`src/rtl/sm4_pkg.sv`:
```
// -----------------------------------------------------------------------------
// sm4_pkg
// Shared constants and types for the SM4 job arbiter slice.
//   SM4_BLOCK_W  : width of one SM4 block / key (bits)
//   SM4_CORE_LAT : nominal latency of the iterative round core (cycles)
//   sm4_state_e  : arbiter FSM state encoding
// -----------------------------------------------------------------------------
package sm4_pkg;

    localparam int SM4_BLOCK_W  = 128;
    localparam int SM4_CORE_LAT = 34;

    typedef enum logic [1:0] {
        IDLE = 2'd0,
        RUN  = 2'd1,
        RESP = 2'd2,
        GAP  = 2'd3
    } sm4_state_e;

endpackage : sm4_pkg

```
`src/rtl/rr_arbiter.sv`:
```
// -----------------------------------------------------------------------------
// rr_arbiter
// Purely combinational round-robin picker. Chooses the first asserted request
// at or after position ptr+1, wrapping modulo N_REQ. The pointer itself is
// owned and updated by the parent.
//   req       : request vector
//   ptr       : index of the most recently served requester
//   grant     : one-hot grant (all zero when no request is pending)
//   grant_idx : encoded index of the granted requester (0 when none)
// -----------------------------------------------------------------------------
module rr_arbiter #(
    parameter int N_REQ = 4,
    parameter int IDX_W = 2
) (
    input  logic [N_REQ-1:0] req,
    input  logic [IDX_W-1:0] ptr,
    output logic [N_REQ-1:0] grant,
    output logic [IDX_W-1:0] grant_idx
);

    // One extra bit so ptr+1+k (at most 2*N_REQ-1) cannot overflow before the wrap.
    localparam int POS_W = IDX_W + 1;

    logic [POS_W-1:0] pos_s;
    logic             found_s;

    // Scan requesters in rotated order starting just after the last winner.
    always_comb begin
        grant     = '0;
        grant_idx = '0;
        found_s   = 1'b0;
        pos_s     = '0;
        for (int k = 0; k < N_REQ; k++) begin
            pos_s = {1'b0, ptr} + POS_W'(k + 1);
            if (pos_s >= POS_W'(N_REQ)) begin
                pos_s = pos_s - POS_W'(N_REQ);
            end else begin
                pos_s = pos_s;
            end
            if (!found_s && req[pos_s[IDX_W-1:0]]) begin
                found_s                   = 1'b1;
                grant[pos_s[IDX_W-1:0]]   = 1'b1;
                grant_idx                 = pos_s[IDX_W-1:0];
            end else begin
                found_s = found_s;
            end
        end
    end

endmodule : rr_arbiter

```
`src/rtl/sm4_job_arbiter.sv`:
```
// -----------------------------------------------------------------------------
// sm4_job_arbiter
// Shares one iterative SM4 round core between N_REQ requesters. One job is in
// flight at a time: the winning requester's text/key are captured, held on the
// core inputs with core_in_valid high for the whole job, and the core's
// one-cycle result pulse is returned to that requester over a valid/ready
// response channel. A watchdog aborts jobs the core never finishes, and a
// one-cycle idle gap guarantees the core sees a fresh in_valid rising edge.
//
// Ports
//   clk, reset      : clock, asynchronous active-high reset
//   req_valid/ready : per-requester job handshake (ready is one-hot, IDLE only)
//   req_text/key    : packed per-requester plaintext / key, slice i = [128i+:128]
//   rsp_valid       : one-hot response pending for the job owner
//   rsp_ready       : per-requester response accept (only the owner's bit counts)
//   rsp_data/err    : result block; err=1 marks a watchdog abort with data 0
//   core_text/key   : held job inputs to the round core
//   core_in_valid   : high throughout a job
//   core_result     : core output block
//   core_out_valid  : core one-cycle completion pulse (ignored outside RUN)
// -----------------------------------------------------------------------------
module sm4_job_arbiter
    import sm4_pkg::*;
#(
    parameter int N_REQ   = 4,
    parameter int TIMEOUT = 40
) (
    input  logic                         clk,
    input  logic                         reset,
    input  logic [N_REQ-1:0]             req_valid,
    output logic [N_REQ-1:0]             req_ready,
    input  logic [N_REQ*SM4_BLOCK_W-1:0] req_text,
    input  logic [N_REQ*SM4_BLOCK_W-1:0] req_key,
    output logic [N_REQ-1:0]             rsp_valid,
    input  logic [N_REQ-1:0]             rsp_ready,
    output logic [SM4_BLOCK_W-1:0]       rsp_data,
    output logic                         rsp_err,
    output logic [SM4_BLOCK_W-1:0]       core_text,
    output logic [SM4_BLOCK_W-1:0]       core_key,
    output logic                         core_in_valid,
    input  logic [SM4_BLOCK_W-1:0]       core_result,
    input  logic                         core_out_valid
);

    localparam int IDX_W = $clog2(N_REQ);
    localparam int WD_W  = $clog2(TIMEOUT);

    sm4_state_e             state_r;
    sm4_state_e             state_nxt_s;
    logic [IDX_W-1:0]       ptr_r;
    logic [SM4_BLOCK_W-1:0] job_text_r;
    logic [SM4_BLOCK_W-1:0] job_key_r;
    logic [SM4_BLOCK_W-1:0] rsp_data_r;
    logic                   rsp_err_r;
    logic [N_REQ-1:0]       rsp_valid_r;
    logic                   core_in_valid_r;
    logic [WD_W-1:0]        wd_r;

    logic [N_REQ-1:0]       grant_s;
    logic [IDX_W-1:0]       grant_idx_s;
    logic [N_REQ-1:0]       req_ready_s;
    logic [N_REQ-1:0]       owner_onehot_s;
    logic                   accept_s;
    logic                   done_s;
    logic                   abort_s;
    logic                   rsp_hs_s;

    rr_arbiter #(
        .N_REQ (N_REQ),
        .IDX_W (IDX_W)
    ) u_rr_arbiter (
        .req       (req_valid),
        .ptr       (ptr_r),
        .grant     (grant_s),
        .grant_idx (grant_idx_s)
    );

    // A job transfers on the single granted bit whenever IDLE sees any request.
    assign accept_s = (state_r == IDLE) && (|req_valid) && !reset;
    // Core completion only counts while a job is running; stray pulses are dropped.
    assign done_s   = (state_r == RUN) && core_out_valid;
    // Completion wins over a watchdog expiry landing in the same cycle.
    assign abort_s  = (state_r == RUN) && !core_out_valid && (wd_r == WD_W'(TIMEOUT - 1));
    // ptr_r still names the job owner while the response is pending.
    assign rsp_hs_s = (state_r == RESP) && rsp_ready[ptr_r];

    // Grant strobe back to the requesters; silent outside IDLE and during reset.
    always_comb begin
        req_ready_s = '0;
        if ((state_r == IDLE) && !reset) begin
            req_ready_s = grant_s;
        end else begin
            req_ready_s = '0;
        end
    end

    // One-hot decode of the current job owner for the response channel.
    always_comb begin
        owner_onehot_s        = '0;
        owner_onehot_s[ptr_r] = 1'b1;
    end

    // Next-state logic for the job sequencer.
    always_comb begin
        state_nxt_s = state_r;
        case (state_r)
            IDLE: begin
                if (accept_s) begin
                    state_nxt_s = RUN;
                end else begin
                    state_nxt_s = IDLE;
                end
            end
            RUN: begin
                if (done_s || abort_s) begin
                    state_nxt_s = RESP;
                end else begin
                    state_nxt_s = RUN;
                end
            end
            RESP: begin
                if (rsp_hs_s) begin
                    state_nxt_s = GAP;
                end else begin
                    state_nxt_s = RESP;
                end
            end
            GAP: begin
                state_nxt_s = IDLE;
            end
            default: begin
                state_nxt_s = IDLE;
            end
        endcase
    end

    // State register.
    always_ff @(posedge clk or posedge reset) begin
        if (reset) begin
            state_r <= IDLE;
        end else begin
            state_r <= state_nxt_s;
        end
    end

    // Round-robin pointer and job capture; reset pointer makes requester 0 win first.
    always_ff @(posedge clk or posedge reset) begin
        if (reset) begin
            ptr_r      <= IDX_W'(N_REQ - 1);
            job_text_r <= '0;
            job_key_r  <= '0;
        end else if (accept_s) begin
            ptr_r      <= grant_idx_s;
            job_text_r <= req_text[int'(grant_idx_s) * SM4_BLOCK_W +: SM4_BLOCK_W];
            job_key_r  <= req_key[int'(grant_idx_s) * SM4_BLOCK_W +: SM4_BLOCK_W];
        end
    end

    // Watchdog: cleared on accept, counts every RUN cycle.
    always_ff @(posedge clk or posedge reset) begin
        if (reset) begin
            wd_r <= '0;
        end else if (accept_s) begin
            wd_r <= '0;
        end else if (state_r == RUN) begin
            wd_r <= wd_r + WD_W'(1);
        end
    end

    // Core in_valid: high from the cycle after accept until the job leaves RUN.
    always_ff @(posedge clk or posedge reset) begin
        if (reset) begin
            core_in_valid_r <= 1'b0;
        end else if (accept_s) begin
            core_in_valid_r <= 1'b1;
        end else if (done_s || abort_s) begin
            core_in_valid_r <= 1'b0;
        end
    end

    // Result capture: core block on completion, forced zero with error on abort.
    always_ff @(posedge clk or posedge reset) begin
        if (reset) begin
            rsp_data_r <= '0;
            rsp_err_r  <= 1'b0;
        end else if (done_s) begin
            rsp_data_r <= core_result;
            rsp_err_r  <= 1'b0;
        end else if (abort_s) begin
            rsp_data_r <= '0;
            rsp_err_r  <= 1'b1;
        end
    end

    // Response valid to the job owner, held until that owner accepts.
    always_ff @(posedge clk or posedge reset) begin
        if (reset) begin
            rsp_valid_r <= '0;
        end else if (done_s || abort_s) begin
            rsp_valid_r <= owner_onehot_s;
        end else if (rsp_hs_s) begin
            rsp_valid_r <= '0;
        end
    end

    assign req_ready     = req_ready_s;
    assign rsp_valid     = rsp_valid_r;
    assign rsp_data      = rsp_data_r;
    assign rsp_err       = rsp_err_r;
    assign core_text     = job_text_r;
    assign core_key      = job_key_r;
    assign core_in_valid = core_in_valid_r;

endmodule : sm4_job_arbiter

```
`config.mk`:
```
export PLATFORM = sky130hd
export DESIGN_NAME = sm4_job_arbiter
export DESIGN_NICKNAME = d
export VERILOG_FILES = /design/src/rtl/sm4_pkg.sv /design/src/rtl/rr_arbiter.sv /design/src/rtl/sm4_job_arbiter.sv
export SDC_FILE = /design/constraint.sdc
export NUM_CORES = 1
export LEC_CHECK = 0
export ABC_CLOCK_PERIOD_IN_PS = 11300
export BUFFER_PORTS_ARGS = -buffer_cell sky130_fd_sc_hd__buf_2
export CORE_AREA = 2 2 609 611
export DETAILED_ROUTE_END_ITERATION = 7
export DIE_AREA = 0 0 611 613
export GPL_TIMING_DRIVEN = 0
export PLACE_DENSITY_LB_ADDON = 0.12
export SYNTH_ARGS = -nofsm -noshare
export SYNTH_HDL_FRONTEND = slang
export SYNTH_SLANG_ARGS = --single-unit
```
`constraint.sdc`:
```
create_clock -name clk -period 11.3 [get_ports clk]
set_clock_uncertainty 0.2 [all_clocks]
set_input_delay 0.565 -clock clk [delete_from_list [all_inputs] [get_ports clk]]
set_output_delay 0.565 -clock clk [all_outputs]
set_load 0.1 [all_outputs]
```
# Word-level counts from Yosys, hierarchy flattened
# Index checks and enable logic that the tools add are counted.
[classes] n_addsub=9 magnitude_cmp=14 n_eq_ne=4 shifts=2 mux=50 bitwise=3 reduce_logical=27
[op_table] cell="$shiftx A512 B10 Y128" n=2
[op_table] cell="$mux W128" n=2
[op_table] cell="$mux W4" n=7
[op_table] cell="$mux W1" n=19
[op_table] cell="$mux W2" n=9
[op_table] cell="$logic_and A1 B1 Y1" n=15
[op_table] cell="$lt A2 B3 Y1 const B" n=5
[op_table] cell="$ge A3 B3 Y1 const B" n=4
[op_table] cell="$mux W6" n=2
[op_table] cell="$or A4 B4 Y4" n=3
[op_table] cell="$bmux W1 S2" n=5
[op_table] cell="$demux W1 S2" n=5
[op_table] cell="$ge A2 B1 Y1 const B" n=5
[op_table] cell="$pmux W2 S4" n=1
[op_table] cell="$reduce_bool A2 Y1" n=4
[op_table] cell="$sub A2 B1 Y2 const B" n=4
[op_table] cell="$add A2 B2 Y3 const B" n=2
[op_table] cell="$add A6 B1 Y6 const B" n=1
[op_table] cell="$eq A6 B6 Y1 const B" n=1
[op_table] cell="$logic_not A1 Y1" n=5
[op_table] cell="$eq A2 B2 Y1 const B" n=2
[op_table] cell="$reduce_or A4 Y1" n=1
[op_table] cell="$add A2 B1 Y3 const B" n=1
[op_table] cell="$add A2 B3 Y3 const B" n=1
[op_table] cell="other kinds (3)" n=3
[totals] ff_bits=400 input_bits=1163 out_inout_bits=394 elab_cells=118

# Logic depth before layout (Yosys ltp)
# Gate-level depths: netlist (run 1).
[logic_depth] depth_word=16 ltp_mapped=12 ltp_nobuf=8

# By module
# A second synthesis (run 1) with hierarchy kept.
[unflattened] cells_unflattened=1277 area_unflattened_um2=22645.5
[modules_own_cells] mod="sm4_job_arbiter" instances=1 cells_per_inst=1218 area_each_um2=22155.0 seq_area_each_um2=10012.1
[modules_own_cells] mod="rr_arbiter" instances=1 cells_per_inst=59 area_each_um2=490.5 seq_area_each_um2=0.0

# Worst setup path before layout (run 1)
# No wires, ideal clock.
[synth_timing] path_type="reg2out" from="register ptr_r[1]" to="output req_ready[0]" t_arrival_ps=3693 setup_slack_ps=6842 stages_incl_launch_ff=10 path_buffers=1 cell_sequence="dfstp_2 -> clkbuf_1 -> inv_1 -> ha_1 -> mux4_2 -> inv_1 -> nand2_1 -> nor3_1 -> nand2_1 -> a21oi_1"
[synth_between] elab_chain_len=16 elab_cells_between_ends=61
[synth_lines] item="from (decl)" line="sm4_job_arbiter.sv:50" source="logic [IDX_W-1:0] ptr_r;"
[synth_lines] item="from (signal assigned)" line="sm4_job_arbiter.sv:149" source="ptr_r <= IDX_W'(N_REQ - 1);"
[synth_lines] item="from (signal assigned)" line="sm4_job_arbiter.sv:153" source="ptr_r <= grant_idx_s;"
[synth_lines] item="branches (longest 14 deep; another with $add A2 B1 Y3)"
[synth_lines] item="$mux W4 (*)" line="rr_arbiter.sv:40" source="if (!found_s && req[pos_s[IDX_W-1:0]]) begin"
[synth_lines] item="$mux W4 (*)" line="sm4_job_arbiter.sv:90" source="if ((state_r == IDLE) && !reset) begin"
[synth_lines] item="to (decl)" line="sm4_job_arbiter.sv:31" source="output logic [N_REQ-1:0] req_ready,"
# Every way passes the cells marked *. The select of a mux whose other input is x is not followed.

# Final worst setup path (run 1)
[layout_timing] from="register ptr_r[1]" to="register job_key_r[121], in the netlist core_key[121]"
[layout_between] elab_chain_len=16 elab_cells_between_ends=38
[layout_lines] item="$add A2 B1 Y3" line="rr_arbiter.sv:34" source="pos_s = {1'b0, ptr} + POS_W'(k + 1);"
[layout_lines] item="$ge A3 B3 Y1 / $sub A2 B1 Y2 (equally long branches)" line="rr_arbiter.sv:35, rr_arbiter.sv:36"
[layout_lines] item="$mux W2" line="rr_arbiter.sv:35" source="if (pos_s >= POS_W'(N_REQ)) begin"
[layout_lines] item="$bmux W1 S2" line="rr_arbiter.sv:40"
[layout_lines] item="$mux W1 (implied by the code)" line="rr_arbiter.sv:40"
[layout_lines] item="$mux W1" line="rr_arbiter.sv:40"
[layout_lines] item="$logic_not A1 Y1" line="rr_arbiter.sv:40"
[layout_lines] item="$logic_and A1 B1 Y1" line="rr_arbiter.sv:40"
[layout_lines] item="$mux W1" line="rr_arbiter.sv:40"
[layout_lines] item="$logic_not A1 Y1" line="rr_arbiter.sv:40"
[layout_lines] item="$logic_and A1 B1 Y1" line="rr_arbiter.sv:40"
[layout_lines] item="$mux W1" line="rr_arbiter.sv:40"
[layout_lines] item="$logic_not A1 Y1" line="rr_arbiter.sv:40"
[layout_lines] item="$logic_and A1 B1 Y1" line="rr_arbiter.sv:40"
[layout_lines] item="$mux W2 (*)" line="rr_arbiter.sv:40"
[layout_lines] item="$shiftx A512 B10 Y128 (*)" line="sm4_job_arbiter.sv:155" source="job_key_r <= req_key[int'(grant_idx_s) * SM4_BLOCK_W +: SM4_BLOCK_W];"
[layout_lines] item="to (signal assigned)" line="sm4_job_arbiter.sv:155"
[layout_lines] item="to (decl)" line="sm4_job_arbiter.sv:52" source="logic [SM4_BLOCK_W-1:0] job_key_r;"
# Mark *: on every way between the ends. The rest lies on a longest branch, timed or not. The select of a mux whose other input is x is not followed.
# A chain may end at the register's enable or synchronous reset.

==> results.py, run 1 <==
metrics = {
    "outcome": {
        "status": "completed",
    },
    "floorplanning": {
        "die_area_um2": 374500,
        "core_area_um2": 367700,
        "pin_count": 1557,
        "rows": 223,
        "die_w_um": 611,
        "die_h_um": 613,
        "initial_core_util_pct": 6.778,
    },
    "synth": {
        "synth_compound_area_share_pct": 28.61,
        "ys_warn_count": 0,
        "synth_fa_ha_area_share_pct": 0.4518,
        "synth-seq-cells": 400,
        "synthSimpleGateAreaFrac_pct": 4.799,
        "ys.flop_type": "dfrtp_1",
        "ys_seq_area_share_pct": 40.17,
        "syn_area_um2": 24930,
        "synthMuxAreaShare_pct": 21.16,
        "synth_top_area_share_pct": 39.96,
        "yosysTopAreaCell": "dfrtp_1",
        "synth_top_family_by_area": "compound AO/OA/AOI/OAI gates",
        "async_flop_share_pct": 100.0,
        "yosys-top-cells-area": "dfrtp_1 (40%), mux2i_1 (21%), a211o_1 (9.0%)",
        "synth_edf_count": 0,
        "syn_area_per_cell_um2": 10.22,
        "synth-xor-area-share_pct": 0.2410,
        "syn_nets": 3610,
        "synthDistinctLibCells": 42,
        "synth_cells": 2438,
    },
    "global_routing": {
        "grt_pass1_vias": 34180,
        "antenna_found_initial": 271,
        "overflow": 0,
        "grt_pass1_wl_um": 367500,
        "grt_max_degree": 36,
        "track_usage_pct": 14.98,
    },
    "placed_design": {
        "dpl_cell_area_um2": 39220,
        "dp_slack_ps": 5470,
        "place_hpwl_um": 248400,
        "port_buffers": 1555,
        "gp_congestion": 0.8814,
    },
    "critical_path": {
        "reg2regPathDepth": 13,
        "reg2reg_to": "core_key[121]",
        "worstSetupEndpoint": "core_key[121]",
        "worstSetupPathType": "reg2reg",
        "max_stage_delay_ps": 810,
        "crit_buf_inv": 6,
        "critPathRequiredTime_ps": 11710,
        "r2r_setup_slack_ps": 5090,
        "startpoint_type": "flop",
        "worstPathMaxFanout": 10,
        "crit_arrival_ps": 6630,
        "startpoint": "ptr_r[1]",
        "end_kind": "flop",
        "crit_slowest_cell": "buf_2",
        "r2r_start": "ptr_r[1]",
        "crit_family": "buffers and inverters",
        "worst_path_most_repeated_cell": "dlygate4sd3_1",
        "path_cells": "clkbuf_1 -> inv_1 -> ha_1 -> mux4_2 -> a21oi_1 -> o21ai_4 -> xnor2_2 -> buf_4 -> buf_2 -> mux2i_1 -> dlygate4sd3_1 -> o211ai_1 -> dlygate4sd3_1",
        "cp.depth": 13,
    },
    "layout": {
        "fin_nets": 5994,
        "drive_above_1_share_pct": 37.07,
        "finalInstanceArea_um2": 49090,
        "syn_to_final_growth_pct": 96.95,
    },
    "clock_tree": {
        "clkLatencyLatePin_ps": 770,
        "htreeDepth": 3,
        "cts-root-buf": "clkbuf_16",
        "cts_tree": "built",
        "cts_hold_buf": 730,
        "cts_setup_buffers": 0,
        "cts_made_buffers": 75,
        "cts_resized": 0,
        "cts.reportedPaths.clkPinSlew_ps": 60,
        "clockBufferDepth": 4,
        "clock-sinks": 400,
    },
    "worst_hold_path": {
        "min_path_type": "in2reg",
    },
    "timing": {
        "fin_hold_ws_ps": 67.08,
        "worstMarginPinSlew_ps": 1294,
        "period_share_pct": 54.99,
        "rsz0062_at_grt": "false",
        "finalCriticalPeriod_ps": 6214,
        "worst_slack_ps": 5086,
        "hold_viol": 0,
        "tns_ps": 0,
        "slew_headroom_pct": 13.70,
        "finalMaxSlewViolations": 0,
        "setup_viol_count_final": 0,
        "max_freq_ghz": 0.1609,
    },
    "power_and_ir_drop": {
        "vdd_drop_max_mv": 0.1947,
        "p_leak_nw": 22.24,
        "switching_share_pct": 61.39,
        "p_total_w": 0.02023,
        "pwr-share-seq_pct": 12.9,
        "p_clk_share_pct": 11.5,
        "power-per-cell-area_nw_per_um2": 412.1,
        "power_switching_w": 0.01242,
        "p_comb_share_pct": 75.6,
        "p_int_w": 0.007812,
    },
    "routing": {
        "drc": 0,
        "drt_iter0_markers": 2404,
        "wl_um": 291900,
        "viasPerCell": 3.425,
        "dr.pass1.iters": 5,
        "antenna_left": 0,
        "drt-wirelength-per-cell_um": 29.78,
        "vias": 33570,
    },
    "run": {
        "cap_viol_max_count": 0,
    },
}
state kept, by name, summed over array words and instances (netlist names), named ones only:
signal	count
core_key	128
rsp_data	128
ptr_r	2
state_r	1
rsp_err	1
rsp_valid	4
core_in_valid	1
core_text	128
wd_r	6
per-layer routing:
layer	vias to the layer above	share of wire [%]	GRT usage [%]
met5	-	0.33	0
met4	150	3.1	4.060
met3	542	8.7	5.437
met2	1602	48	25.53
met1	16750	40	17.56
li1	14530	-	-
worst min-delay path, delay by kind of cell:
kind	cells	cell delay, ps
compound gates	3	320
buf+inv	1	110
per-stage QoR:
stage	cells	utilization, %
2_1_floorplan	2438	-
3_3_place_gp	8830	10.54
3_5_place_dp	8851	10.66
4_1_cts	9705	13.28
5_1_grt	9743	13.31
6_report	9803	13.35
logic make-up after synthesis:
family,Yosys count
flip-flops,400
buffers and inverters,268
XOR/XNOR,6
multiplexers,523
adder cells (fa/ha/maj),9
AND/OR/NAND/NOR,302
AO/OA/AOI/OAI,930
power by group through the flow:
| stage | clock, W | combinational [W] | sequential [W] |
|---|---|---|---|
| final | 0.00233 | 0.0153 | 0.00262 |
| after CTS | 0.00245 | 0.0156 | 0.00261 |
| after global routing | 0.00249 | 0.0161 | 0.00269 |
| after global placement | 0 | 0.0140 | 0.00264 |
| after detailed placement | 0 | 0.0141 | 0.00263 |
| after floorplan | 0 | 0.00451 | 0.00721 |
cell usage in the layout (no fill, tap or decap), drive strengths merged, types with 2 or more instances in the layout:
| cell | n |
|---|---|
| a221o | 5 |
| dfstp | 2 |
| inv | 8 |
| nand2 | 267 |
| nand3b | 2 |
| bufinv | 3 |
| ha | 9 |
| o21ai | 10 |
| o221ai | 2 |
| clkinvlp | 4 |
| a22o | 132 |
| a21oi | 11 |
| o211ai | 256 |
| nand4 | 3 |
| buf | 1670 |
| or3 | 3 |
| xor2 | 3 |
| clkbuf | 271 |
| nor2 | 13 |
| nand3 | 3 |
| o22ai | 255 |
| nor2b | 4 |
| mux2i | 519 |
| xnor2 | 3 |
| mux4 | 3 |
| diode | 97 |
| dlygate4sd3 | 730 |
| clkinv | 13 |
| a211o | 256 |
| dfrtp | 398 |
worst min path at each step:
stage                       start              to  slack (ps)  cells past startpoint
floorplan              state_r[0]            flop         250                      1
global placement    core_in_valid   core_in_valid         270                      2
detailed placement  core_in_valid   core_in_valid         260                      2
CTS                 req_text[388]    core_text[4]         0.1                      4
global route        req_text[245]  core_text[117]          10                      3
finish               req_key[417]    core_key[33]          70                      4
synth_stat cells (2+ instances only):
cell / n
a21oi_1: 11
nand4_1: 3
a22o_1: 132
o221ai_1: 2
or3_1: 3
nand2_1: 267
xnor2_1: 2
inv_1: 5
a221o_1: 5
nand3_1: 3
buf_2: 83
nor2_1: 13
nor2b_1: 4
mux4_2: 3
a211o_1: 256
xor2_1: 3
buf_1: 2
nand3b_1: 2
o211ai_1: 255
o21ai_0: 8
clkbuf_1: 170
buf_4: 8
mux2i_1: 519
o22ai_1: 255
ha_1: 9
dfrtp_1: 398
dfstp_2: 2
cell type report:
type                       count  area [µm²]
antenna                       97       242.7
buffer                       263        1140
clock buffer                 101        2095
clock inverter                23       212.7
fill                       42450      318700
inverter                       5       22.52
multi-input combinational   1770       13780
sequential                   400       10010
tap                         4837        6052
timing repair buffer        2307       15530
Note: power is estimated with default switching activity, not from simulation.
==> inputs of run 2 (changes only) <==
--- a/config.mk
+++ b/config.mk
@@ -5,11 +5,12 @@
 export SDC_FILE = /design/constraint.sdc
 export NUM_CORES = 1
 export LEC_CHECK = 0
-export ABC_CLOCK_PERIOD_IN_PS = 11300
+export ABC_AREA = 1
+export ABC_CLOCK_PERIOD_IN_PS = 5100
 export BUFFER_PORTS_ARGS = -buffer_cell sky130_fd_sc_hd__buf_2
-export CORE_AREA = 2 2 609 611
+export CORE_AREA = 2 2 602 604
 export DETAILED_ROUTE_END_ITERATION = 7
-export DIE_AREA = 0 0 611 613
+export DIE_AREA = 0 0 604 606
 export GPL_TIMING_DRIVEN = 0
 export PLACE_DENSITY_LB_ADDON = 0.12
 export SYNTH_ARGS = -nofsm -noshare
==> constraint.sdc (replaced) <==
create_clock -name clk -period 5.1 [get_ports clk]
set_clock_uncertainty 0.2 [all_clocks]
set_input_delay 0.255 -clock clk [delete_from_list [all_inputs] [get_ports clk]]
set_output_delay 0.255 -clock clk [all_outputs]
set_load 0.1 [all_outputs]
==> results.py, run 2 <==
metrics = {
    "outcome": {
        "status": "completed",
    },
    "run": {
        "cap_viol_max_count": 0,
    },
    "synth": {
        "synth-xor-area-share_pct": 0,
        "syn_nets": 4470,
        "synth_compound_area_share_pct": 5.521,
        "synthDistinctLibCells": 32,
        "synthMuxAreaShare_pct": 0,
        "syn_area_um2": 23710,
        "syn_area_per_cell_um2": 7.188,
        "async_flop_share_pct": 100.0,
        "synth_edf_count": 0,
        "yosys-top-cells-area": "dfrtp_1 (42%), nand3_1 (27%), nand2_1 (17%)",
        "synth-seq-cells": 400,
        "synth_top_area_share_pct": 42.01,
        "synth_fa_ha_area_share_pct": 0.4750,
        "synthTopCellsByCount": "nand3_1 (1,287), nand2_1 (1,051), dfrtp_1 (398)",
        "synthSimpleGateAreaFrac_pct": 44.97,
        "ys_warn_count": 0,
        "synth_top_family_by_area": "simple AND/OR/NAND/NOR gates",
        "synth_cells": 3298,
        "ys_seq_area_share_pct": 42.24,
        "yosysTopAreaCell": "dfrtp_1",
        "ys.flop_type": "dfrtp_1",
        "yosysMostFrequentCell": "nand3_1",
    },
    "timing": {
        "finalMaxSlewViolations": 0,
        "hold_viol": 0,
        "period_share_pct": 94.66,
        "rsz0062_at_grt": "false",
        "worstMarginPinSlew_ps": 1063,
        "max_freq_ghz": 0.2071,
        "setup_viol_count_final": 0,
        "slew_headroom_pct": 29.14,
        "finalCriticalPeriod_ps": 4828,
    },
    "floorplanning": {
        "die_h_um": 606,
        "core_area_um2": 360300,
        "pin_count": 1557,
        "rows": 221,
        "die_w_um": 604,
        "die_area_um2": 366000,
        "initial_core_util_pct": 6.579,
    },
    "critical_path": {
        "end_kind": "flop",
        "r2r_setup_slack_ps": 270,
        "crit_arrival_ps": 5310,
        "reg2reg_to": "core_text[117]",
        "worstPathMaxFanout": 10,
        "max_stage_delay_ps": 640,
        "startpoint_type": "flop",
        "r2r_start": "ptr_r[1]",
        "path_cells": "inv_1 -> ha_1 -> inv_1 -> nand3_2 -> nand2_4 -> nor2_2 -> nand2_1 -> nand2_1 -> nand2_4 -> buf_2 -> buf_2 -> nand3_1 -> nand3_1 -> dlygate4sd3_1 -> nand3_1 -> dlygate4sd3_1 -> nand2_1",
        "crit_slowest_cell": "dfstp_2",
        "reg2regPathDepth": 17,
        "critPathRequiredTime_ps": 5580,
        "worstSetupPathType": "reg2reg",
    },
    "global_routing": {
        "track_usage_pct": 14.75,
        "overflow": 0,
        "grt_pass1_wl_um": 363400,
        "grt_max_degree": 35,
        "grt_pass1_vias": 38210,
        "antenna_found_initial": 146,
    },
    "routing": {
        "dr.pass1.iters": 6,
        "viasPerCell": 3.415,
        "drt-wirelength-per-cell_um": 25.61,
        "drt_iter0_markers": 2843,
        "drc": 0,
        "antenna_left": 0,
        "vias": 37610,
        "wl_um": 282000,
    },
    "layout": {
        "n_fill_cell": 41970,
        "multi_input_area_um2": 12090,
        "instances_no_fill": 11010,
        "seq_area_um2": 10010,
        "fin_nets": 7277,
        "final_common_cell": "buf_2",
        "drive_above_1_share_pct": 30.94,
        "final_cell_mix": "buf_2 (1,710), nand3_1 (1,287), dlygate4sd3_1 (1,160)",
        "syn_to_final_growth_pct": 119.1,
    },
    "placed_design": {
        "dp_cells": 9663,
        "port_buffers": 1556,
        "gp_congestion": 0.8998,
        "place_hpwl_um": 239300,
    },
    "clock_tree": {
        "cts_made_buffers": 72,
        "clock-sinks": 400,
        "clkLatencyLatePin_ps": 700,
        "cts_tree": "built",
        "clockBufferDepth": 4,
        "cts.reportedPaths.clkPinSlew_ps": 50,
        "htreeDepth": 3,
        "cts-root-buf": "clkbuf_16",
    },
    "worst_hold_path": {
        "hold_start": "req_text[421]",
        "min_path_type": "in2reg",
        "hold_depth": 5,
        "whs_endpoint": "core_text[37]",
    },
}
[run 2: changes by cell type after synthesis, sizes merged, moves of 64 or more]
cell	delta
a211o	-256
buf	+113
clkbuf	-64
mux2i	-519
nand2	+793
nand3	+1290
o211ai	-255
o22ai	-254
[run 2: final cells by class]
class | count | area share [%]
timing repair buffer | 2733 | 37.99
multi-input combinational | 2551 | 23.27
sequential | 400 | 19.27
tap | 4794 | 11.55
clock buffer | 94 | 3.880
buffer | 312 | 2.878
clock inverter | 28 | 0.5708
antenna | 66 | 0.3179
inverter | 35 | 0.2698
[run 2: how the worst max path moves through the flow]
stage / cells past startpoint / slack, ps / start / endpoint
after floorplan: 1 / -740 / reset / async pin
after global placement: 2 / -5900 / reset / core_text[8]
after detailed placement: 15 / -120 / ptr_r[1] / core_key[85]
after CTS: 18 / 20 / ptr_r[1] / core_text[115]
after global routing: 16 / 10 / ptr_r[1] / core_text[18]
final: 17 / 270 / ptr_r[1] / core_text[117]
[run 2: logic make-up after synthesis]
kind of cell               after synthesis
buffers and inverters                  347
and+or+nand+nor                       2381
DFF                                    400
adders and majority gates                9
AOI/OAI and AO/OA                      161
[run 2: what timing repair did]
action	in CTS	in global routing
hold buffers	1158	2
pin swaps	0	1
hold endpoints to repair	490	2
setup endpoints to repair	1	31
buffers inserted	0	2
gates resized for setup	1	10
[run 2: per-layer routing]
layer	GRT usage (%)	vias up	share of wire (%)
met1	17.66	18660	40
met2	26.81	1518	51
met4	3.612	52	2.6
met5	0	-	0.12
met3	2.836	365	5.7
li1	-	17010	-
[run 2: metrics by stage]
| stage | area (µm²) | hold slack (ps) | TNS, ps | util, % | setup slack, ps |
|---|---|---|---|---|---|
| finish | 51950 | 29.90 | 0 | 14.42 | 272.4 |
| global route | 51860 | 5.257 | 0 | 14.39 | 12.48 |
| CTS | 51710 | 0.4768 | 0 | 14.35 | 19.38 |
| detailed placement | 37810 | 125.0 | -124.8 | 10.49 | -120.8 |
| global placement | 37490 | 262.4 | -2241720 | 10.41 | -5895 |
| floorplan | 23710 | 195.0 | -294170 | - | -739.1 |
[run 2: worst max-delay path, delay by kind of cell, from the launching register on]
kind          cells  cell delay, ps
fa+ha+maj         1             400
buf+inv           6            2340
flops             1             640
simple gates     10            1200
Power of run 2 is left out: the tool's default activity adds up to more than one toggle a clock period on the data nets, which glitch-free logic cannot reach.
